## src/rtl/sw_pkg.sv

```systemverilog
// Shared types and sizing for the switch pattern scanner.
package sw_pkg;
  typedef enum logic [1:0] {IDLE, SCAN, DONE} state_t;

  localparam int SW_WIDTH   = 8;
  localparam int RUN_W      = $clog2(SW_WIDTH + 1);
  localparam int PAIR_LEN   = 2;
  localparam int TRIPLE_LEN = 3;
endpackage

```

## src/rtl/sw_pattern_scanner_run_tracker.sv

```systemverilog
// One-polarity run counter with saturating maximum and threshold flag.
// Next-state values are exported so the parent can publish the final bit in the same edge.
module run_tracker
  import sw_pkg::*;
#(
  parameter int   WIDTH    = SW_WIDTH,
  parameter logic POLARITY = 1'b1,
  parameter int   THRESH   = TRIPLE_LEN
) (
  input  logic             clk,
  input  logic             rst,
  input  logic             clear,
  input  logic             en,
  input  logic             bit_in,
  output logic [RUN_W-1:0] max_nxt,
  output logic             flag_nxt
);

  logic [RUN_W-1:0] cur;
  logic [RUN_W-1:0] cur_nxt;
  logic [RUN_W-1:0] inc;
  logic [RUN_W-1:0] max_r;
  logic             flag_r;

  // Saturate at WIDTH so the counter can never wrap.
  assign inc = (cur == RUN_W'(WIDTH)) ? cur : cur + 1'b1;

  always_comb begin
    cur_nxt  = cur;
    max_nxt  = max_r;
    flag_nxt = flag_r;
    if (en) begin
      if (bit_in == POLARITY) begin
        cur_nxt = inc;
        if (inc > max_r)
          max_nxt = inc;
        if (inc >= RUN_W'(THRESH))
          flag_nxt = 1'b1;
      end else begin
        cur_nxt = '0;
      end
    end
  end

  always_ff @(posedge clk) begin
    if (rst || clear) begin
      cur    <= '0;
      max_r  <= '0;
      flag_r <= 1'b0;
    end else begin
      cur    <= cur_nxt;
      max_r  <= max_nxt;
      flag_r <= flag_nxt;
    end
  end

endmodule

```

## src/rtl/sw_pattern_scanner.sv

```systemverilog
// Latches the switch word on start, scans it LSB first one bit per cycle and
// publishes the pattern flags and longest runs with a one-cycle done pulse.
module sw_pattern_scanner
  import sw_pkg::*;
#(
  parameter int WIDTH = SW_WIDTH
) (
  input  logic             clk,
  input  logic             rst,
  input  logic             start,
  input  logic [WIDTH-1:0] sw,
  output logic             busy,
  output logic             done,
  output logic             led1,
  output logic             led2,
  output logic [RUN_W-1:0] max_one_run,
  output logic [RUN_W-1:0] max_zero_run
);

  localparam int IDX_W = (WIDTH > 1) ? $clog2(WIDTH) : 1;

  state_t           state;
  logic [WIDTH-1:0] shadow;
  logic [IDX_W-1:0] idx;
  logic             accept;
  logic             scan_en;
  logic             last;
  logic             cur_bit;
  logic [RUN_W-1:0] one_max_nxt;
  logic [RUN_W-1:0] zero_max_nxt;
  logic             one_flag_nxt;
  logic             zero_flag_nxt;

  assign accept  = (state == IDLE) && start;
  assign scan_en = (state == SCAN);
  assign last    = (idx == IDX_W'(WIDTH - 1));
  assign cur_bit = shadow[idx];

  run_tracker #(.WIDTH(WIDTH), .POLARITY(1'b1), .THRESH(TRIPLE_LEN)) u_ones (
    .clk      (clk),
    .rst      (rst),
    .clear    (accept),
    .en       (scan_en),
    .bit_in   (cur_bit),
    .max_nxt  (one_max_nxt),
    .flag_nxt (one_flag_nxt)
  );

  run_tracker #(.WIDTH(WIDTH), .POLARITY(1'b0), .THRESH(PAIR_LEN)) u_zeros (
    .clk      (clk),
    .rst      (rst),
    .clear    (accept),
    .en       (scan_en),
    .bit_in   (cur_bit),
    .max_nxt  (zero_max_nxt),
    .flag_nxt (zero_flag_nxt)
  );

  always_ff @(posedge clk) begin
    if (rst) begin
      state        <= IDLE;
      shadow       <= '0;
      idx          <= '0;
      busy         <= 1'b0;
      done         <= 1'b0;
      led1         <= 1'b0;
      led2         <= 1'b0;
      max_one_run  <= '0;
      max_zero_run <= '0;
    end else begin
      done <= 1'b0;
      case (state)
        IDLE: begin
          if (start) begin
            state  <= SCAN;
            busy   <= 1'b1;
            shadow <= sw;
            idx    <= '0;
          end
        end
        SCAN: begin
          idx <= idx + 1'b1;
          if (last) begin
            // Publish from next-state values so the last bit is included.
            state        <= DONE;
            done         <= 1'b1;
            led1         <= zero_flag_nxt;
            led2         <= one_flag_nxt & ~shadow[0];
            max_one_run  <= one_max_nxt;
            max_zero_run <= zero_max_nxt;
          end
        end
        DONE: begin
          state <= IDLE;
          busy  <= 1'b0;
        end
        default: begin
          state <= IDLE;
          busy  <= 1'b0;
        end
      endcase
    end
  end

endmodule

```

## config.mk

```make
export PLATFORM = sky130hd
export DESIGN_NAME = sw_pattern_scanner
export DESIGN_NICKNAME = d
export VERILOG_FILES = /design/src/rtl/sw_pkg.sv /design/src/rtl/sw_pattern_scanner_run_tracker.sv /design/src/rtl/sw_pattern_scanner.sv
export SDC_FILE = /design/constraint.sdc
export NUM_CORES = 1
export LEC_CHECK = 0
export BUFFER_PORTS_ARGS = -buffer_cell sky130_fd_sc_hd__buf_2
export CORE_UTILIZATION = 52
export DETAILED_ROUTE_END_ITERATION = 6
export PLACE_DENSITY = 0.82
export RECOVER_POWER = 50
export SETUP_SLACK_MARGIN = 0.1
export SYNTH_ARGS = -nofsm -noshare
export SYNTH_HDL_FRONTEND = slang
export SYNTH_SLANG_ARGS = --single-unit
```

## constraint.sdc

```tcl
create_clock -name clk -period 2.15 [get_ports clk]
set_clock_uncertainty 0.1 [all_clocks]
set_input_delay 0.1075 -clock clk [delete_from_list [all_inputs] [get_ports clk]]
set_output_delay 0.1075 -clock clk [all_outputs]
set_load 0.05 [all_outputs]
```

==> results.py, run 1 <==
metrics = {
    "finish": {
        "multi_input_area_um2": 1280,
        "post-route-util_pct": 74.4,
        "fill_cells": 278,
        "layout.nets": 316,
        "seq_area_um2": 871,
        "diodes": 0,
        "area_delta_synth_final_pct": 34.4,
        "fin_cells": 339,
        "layout-drive-gt1-share_pct": 30.9,
    },
    "die": {
        "core_area_um2": 3720,
        "die_x_um": 64.9,
        "fp-row-count": 22,
        "dieHeight_um": 64.9,
        "dieArea_um2": 4210,
        "ioPinCount": 23,
        "start_util_pct": 55.4,
    },
    "worst_setup_path": {
        "r2r_start": "u_ones.cur[0]",
        "critPathCaptureType": "flip-flop",
        "critPathRequiredTime_ns": 2.22,
        "r2r_cells": 13,
        "path_buf_inv": 2,
        "path_delay_family": "compound AO/OA/AOI/OAI gates",
        "r2r_end": "max_one_run[0]",
        "cpMaxStageDelayCell": "dfxtp_2",
        "cp_max_fo": 3,
        "cp-start-kind": "flip-flop",
        "ff2ff_setup_slack_ns": -0.23,
        "cp_cell_sequence": "inv_2 -> ha_4 -> nand2_4 -> nor2_4 -> xnor2_2 -> inv_1 -> ha_4 -> nand2_4 -> o21ai_2 -> o211ai_1 -> o21ai_4 -> mux2i_2 -> a211oi_2",
        "crit_type": "flip-flop to flip-flop",
        "worstPathArrival_ns": 2.45,
        "max_stage_delay_ns": 0.33,
    },
    "synthesis": {
        "ys_types": 36,
        "synth_top_flop_cell": "dfxtp_1",
        "syn_area_um2": 2060,
        "synthCells": 233,
        "ys.warnings.count": 0,
        "syn_nets": 259,
        "synthArstFlopShare_pct": 0,
        "ys_seq_elements": 43,
        "syn_avg_cell_area_um2": 8.83,
        "synth_enable_flop_cells": 0,
        "ys_seq_area_share_pct": 41.8,
    },
    "min_path": {
        "worstHoldStart": "start",
        "hold_end": "busy",
        "min_path_type": "input port to flip-flop",
        "whs_path_depth": 3,
    },
    "placed_design": {
        "place_ws_ns": -0.236,
        "dp_hpwl_um": 3030,
        "place_congestion": 0.791,
        "dp_cells": 315,
        "numPortBuffers": 22,
    },
    "global_route": {
        "grt_util_all_layers_pct": 23.5,
        "grt_pass1_vias": 1768,
        "overflow": 0,
        "grt_max_degree": 19,
        "grt_pass1_wl_um": 7640,
        "antenna_found_initial": 0,
    },
    "cts": {
        "cts_sinks": 43,
        "cts_made_buffers": 5,
        "clock_path_buffers": 2,
        "clkTransAtPathRegs_ns": 0.08,
        "clk_latency_ns": 0.29,
        "htreeDepth": 2,
        "ctsRootBufferMaster": "clkbuf_8",
        "cts_tree": "done",
    },
    "flow_run": {
        "drv_cap": 0,
    },
    "timing": {
        "period_minus_slack_ns": 2.38,
        "max_freq_mhz": 420,
        "finalHoldViolations": 0,
        "setup_ws_ns": -0.229,
        "final-max-slew-violation-count": 0,
        "rsz0062_at_grt": "true",
        "whs_ns": 0.0388,
        "min_period_over_period_pct": 111,
        "tightest_slew_ns": 0.598,
        "finalSetupTns_ns": -1.54,
        "finalSetupViolCount": 14,
        "max_slew_margin_pct": 60.3,
    },
    "route": {
        "dr.pass1.iters": 4,
        "viasPerCell": 5.35,
        "drtIter0Drc": 111,
        "wl_per_cell_um": 13.7,
        "ant_nets": 0,
        "drc": 0,
        "routed_wl_um": 4650,
        "vias": 1815,
    },
    "power": {
        "leakage_nw": 1.12,
        "ir_worst_vdd_mv": 0.451,
        "power_density_nw_per_um2": 580,
    },
    "run_status": {
        "status": "complete, but fails checks",
        "violations": "setup timing",
    },
}
==> kinds of logic after synthesis <==
logic type / synth area share [%]
xor+xnor: 1.70
flops: 41.8
simple gates: 19.3
compound gates: 16.7
mux: 6.08
buf+inv: 5.29
fa+ha+maj: 9.12
==> how the worst max path moves through the flow <==
stage / end / startpoint / cells after the start
after floorplan: max_one_run[0] / u_ones.cur[0] / 13
after global placement: max_one_run[0] / u_ones.cur[1] / 13
after detailed placement: max_one_run[0] / u_ones.cur[1] / 13
after CTS: max_one_run[0] / u_ones.cur[1] / 13
after global routing: max_one_run[0] / u_ones.cur[0] / 13
final: max_one_run[0] / u_ones.cur[0] / 13
==> cell usage after synthesis, types with 2 or more instances <==
cell      count  share of area [%]
nand3b_1      2               0.73
mux2i_1      11                5.3
o21ai_0       5                1.2
nand3_1       5                1.2
ha_1         15                9.1
a211oi_1      3                1.1
buf_6         2                1.1
clkbuf_1      7                1.3
nand2_1      33                6.0
a22oi_1       7                2.6
nor2_1       33                6.0
or2_2         2               0.61
o211ai_1      2               0.73
or4_1         2               0.73
inv_1        16                2.9
a211oi_2      3                1.8
nand2b_1      3               0.91
xnor2_1       4                1.7
dfxtp_1      43                 42
nor2b_1       4                1.2
a21oi_1      16                3.9
==> cell type report <==
type,count,share of cell area [%]
multi-input cells,165,46.2
flip-flops and latches,43,31.5
repair buffers,59,14.2
clock buffers,8,3.62
inverters,16,2.35
well taps,48,2.17
==> cells in the final DEF, fill, tap and decap left out, types with 3 or more instances in the layout <==
master / netlist / routed
a211oi_1: 3 / 3
o21ai_1: 0 / 3
buf_2: 0 / 10
a21oi_1: 16 / 14
nand2_1: 33 / 29
clkbuf_8: 0 / 7
buf_4: 0 / 29
clkbuf_1: 7 / 13
dfxtp_1: 43 / 39
nor2b_1: 4 / 4
nand2_4: 0 / 3
inv_1: 16 / 12
dlygate4sd3_1: 0 / 8
ha_1: 15 / 11
mux2i_1: 11 / 4
mux2i_2: 0 / 3
mux2i_4: 0 / 4
ha_4: 0 / 3
nor2_1: 33 / 31
a22oi_1: 7 / 7
nand3_1: 5 / 5
a211oi_2: 3 / 3
==> flip-flops by register name, summed over array words and instances, names as in the netlist, 3 cells and up <==
register and count:
idx 3, u_zeros.cur 4, u_zeros.max_r 4, u_ones.cur 4, max_one_run 4, max_zero_run 4
shadow 8, u_ones.max_r 4
==> worst min-delay path, cell delays in order <==
cell and delay, ns:
buf_2 0.10, a21oi_1 0.06, nor3_1 0.12
==> power breakdown <==
part	switching, mW	internal (mW)
Sequential	0.0162	0.814
Clock	0.256	0.293
Combinational	0.119	0.107
Total	0.391	1.21
==> layer usage <==
layer / global-route usage, % / share of wire (%) / wire length, µm / vias to the layer above
met5: 0 / 0 / 0 / -
met1: 30.0 / 46 / 2120 / 862
met4: 8.61 / 1.2 / 55 / 0
met2: 39.5 / 49 / 2290 / 42
met3: 3.87 / 4.0 / 184 / 7
li1: - / - / - / 904
==> timing repair <==
| item | 4_1_cts | 5_1_grt |
|---|---|---|
| endpoints found under the setup margin | 14 | 16 |
| hold endpoints to repair | 8 | 0 |
| hold buffers | 8 | 0 |
| buffers inserted | 6 | 2 |
| pin swaps | 20 | 5 |
| resized for setup | 13 | 14 |
==> through the flow <==
stage          total power, mW  cell area (µm²)
3_3_place_gp              1.03             2410
3_5_place_dp              1.03             2410
2_1_floorplan            0.980             2130
5_1_grt                   1.67             2770
6_report                  1.60             2770
4_1_cts                   1.61             2700
(Power assumes the default switching activity.)
==> inputs of run 2 (changes only) <==
- SETUP_SLACK_MARGIN: 0.1 -> default
==> run 2 against run 1 <==
Net effect:
- the flow still finishes with violations (setup timing)
- wire length rose by 2.3%
- sequential cell count did not move
- sequential share of layout area rose by 0.32 points
- combinational power fell by 3%
- non-clock buffer count fell by 4
- sequential power barely moved
- cell count fell by 1.5%
- count of clock-buffer cells in the layout fell by 2
- hold slack improved by 0.0048 ns
- critical path type unchanged
- critical endpoint is now max_one_run[1]
- largest power group unchanged
==> results.py, run 2 (same netlist as run 1, synthesis figures left out) <==
metrics = {
    "cts": {
        "cts_tree": "done",
        "clkTransAtPathRegs_ns": 0.08,
        "ctsRootBufferMaster": "clkbuf_8",
        "cts_made_buffers": 5,
        "cts_sinks": 43,
        "clk_latency_ns": 0.30,
        "clock_path_buffers": 2,
        "htreeDepth": 2,
    },
    "finish": {
        "area_delta_synth_final_pct": 33.3,
        "layout-drive-gt1-share_pct": 31.5,
        "post-route-util_pct": 73.8,
        "largest_register_ffs": 8,
        "final_common_cell": "dfxtp_1",
        "fin_cells": 334,
        "layout.nets": 312,
        "diodes": 0,
        "registers.top_by_ff_count": "shadow",
        "fill_cells": 272,
        "fin_area_um2": 2740,
        "final_cell_mix": "dfxtp_1, nor2_1, nand2_1, buf_4, a21oi_1",
    },
    "placed_design": {
        "placed_cell_area_um2": 2390,
        "place_congestion": 0.815,
        "dp_hpwl_um": 3080,
        "numPortBuffers": 22,
        "dp_cells": 313,
    },
    "route": {
        "drtIter0Drc": 86,
        "viasPerCell": 5.32,
        "wl_per_cell_um": 14.3,
        "ant_nets": 0,
        "vias": 1778,
        "dr.pass1.iters": 4,
        "drc": 0,
        "routed_wl_um": 4760,
    },
    "timing": {
        "whs_ns": 0.0436,
        "max_slew_margin_pct": 59.1,
        "finalHoldViolations": 0,
        "tightest_slew_ns": 0.616,
        "finalSetupViolCount": 8,
        "period_minus_slack_ns": 2.34,
        "min_period_over_period_pct": 109,
        "setup_ws_ns": -0.191,
        "rsz0062_at_grt": "true",
        "finalSetupTns_ns": -1.00,
        "final-max-slew-violation-count": 0,
        "max_freq_mhz": 427,
    },
    "power": {
        "switching_power_mw": 0.414,
        "intPower_mw": 1.26,
        "ir_worst_vdd_mv": 0.486,
        "leakage_nw": 1.10,
        "switching_share_pct": 24.8,
        "comb_power_share_pct": 13.1,
        "power_density_nw_per_um2": 609,
        "p_seq_share_pct": 49.6,
        "clockPowerShare_pct": 37.3,
    },
    "flow_run": {
        "drv_cap": 0,
    },
    "die": {
        "start_util_pct": 55.4,
        "dieHeight_um": 64.9,
        "die_x_um": 64.9,
        "dieArea_um2": 4210,
        "core_area_um2": 3720,
        "fp-row-count": 22,
        "ioPinCount": 23,
    },
    "worst_setup_path": {
        "critPathRequiredTime_ns": 2.24,
        "ff2ff_setup_slack_ns": -0.19,
        "crit_type": "flip-flop to flip-flop",
        "max_stage_delay_ns": 0.33,
        "cpMaxStageDelayCell": "dfxtp_2",
        "worstPathArrival_ns": 2.43,
        "r2r_cells": 13,
        "critPathCaptureType": "flip-flop",
        "path_delay_family": "compound AO/OA/AOI/OAI gates",
        "r2r_start": "u_ones.cur[0]",
        "cp-start-kind": "flip-flop",
        "path_buf_inv": 2,
        "cp_cell_sequence": "inv_2 -> ha_4 -> nand2_4 -> nor2_4 -> xnor2_2 -> inv_2 -> ha_4 -> nand2_4 -> o2111ai_2 -> o211ai_1 -> o21ai_4 -> mux2i_2 -> a211oi_1",
        "cp_max_fo": 3,
        "r2r_end": "max_one_run[1]",
    },
    "global_route": {
        "grt_max_degree": 19,
        "overflow": 0,
        "grt_pass1_vias": 1745,
        "grt_pass1_wl_um": 7720,
        "antenna_found_initial": 0,
        "grt_util_all_layers_pct": 24.2,
    },
    "min_path": {
        "worstHoldStart": "start",
        "min_path_type": "input port to flip-flop",
        "hold_end": "busy",
        "whs_path_depth": 3,
    },
    "run_status": {
        "status": "complete, but fails checks",
        "violations": "setup timing",
    },
}
## run 2: cell types whose count changed in the layout (fill, tap and decap cells not counted), moves of 2 or more
cell	delta
mux2i_4	-2
mux2i_2	+3
buf_4	-4
clkbuf_8	-2
## run 2: worst max-delay path by stage
stage                        from        endpoint  slack, ns  depth (start not counted)
finish              u_ones.cur[0]  max_one_run[1]      -0.19                         13
global route        u_ones.cur[0]  max_one_run[1]      -0.29                         13
CTS                 u_ones.cur[1]  max_one_run[1]      -0.17                         13
detailed placement  u_ones.cur[1]  max_one_run[0]      -0.25                         13
global placement    u_ones.cur[1]  max_one_run[0]      -0.16                         13
floorplan           u_ones.cur[0]  max_one_run[0]      -0.17                         13
## run 2: through the flow
stage,power [mW],setup slack [ns]
2_1_floorplan,0.980,-0.168
3_3_place_gp,1.03,-0.157
3_5_place_dp,1.03,-0.251
4_1_cts,1.66,-0.168
5_1_grt,1.73,-0.288
6_report,1.67,-0.191
## run 2: layout make-up
cell class,count,area (µm²),area share [%]
Sequential cell,43,872,31.8
Timing Repair Buffer,55,363,13.2
Clock buffer,6,72.6,2.65
Inverter,16,65.1,2.37
Multi-Input combinational cell,165,1280,46.7
Tap cell,48,60.1,2.19
Clock inverter,1,30.0,1.09
## run 2: what timing repair did
item / CTS / global route
resized for setup: 13 / 17
endpoints found under the hold margin: 8 / 0
buffers inserted: 2 / 4
pin swaps: 18 / 10
hold buffers: 8 / 0
setup endpoints to repair: 10 / 14
gates cloned: 0 / 0
## run 2: per-layer routing
metal	wire length, µm	global-route usage [%]	share of wire (%)	up-vias
met5	0	0	0	-
met4	46	7.22	0.97	0
met3	180	6.51	3.8	6
met2	2400	42.3	51	41
met1	2130	28.6	45	840
li1	-	-	-	891
## run 2: worst min-delay path: cells and delay by family
kind,cells,cell delay [ns]
buf+inv,1,0.10
compound gates,1,0.06
simple gates,1,0.13
## run 2: power by group through the flow
stage	Sequential (mW)	Combinational, mW	Clock, mW
2_1_floorplan	0.851	0.129	0
4_1_cts	0.830	0.210	0.623
3_5_place_dp	0.848	0.184	0
3_3_place_gp	0.847	0.181	0
5_1_grt	0.832	0.237	0.661
6_report	0.830	0.218	0.623
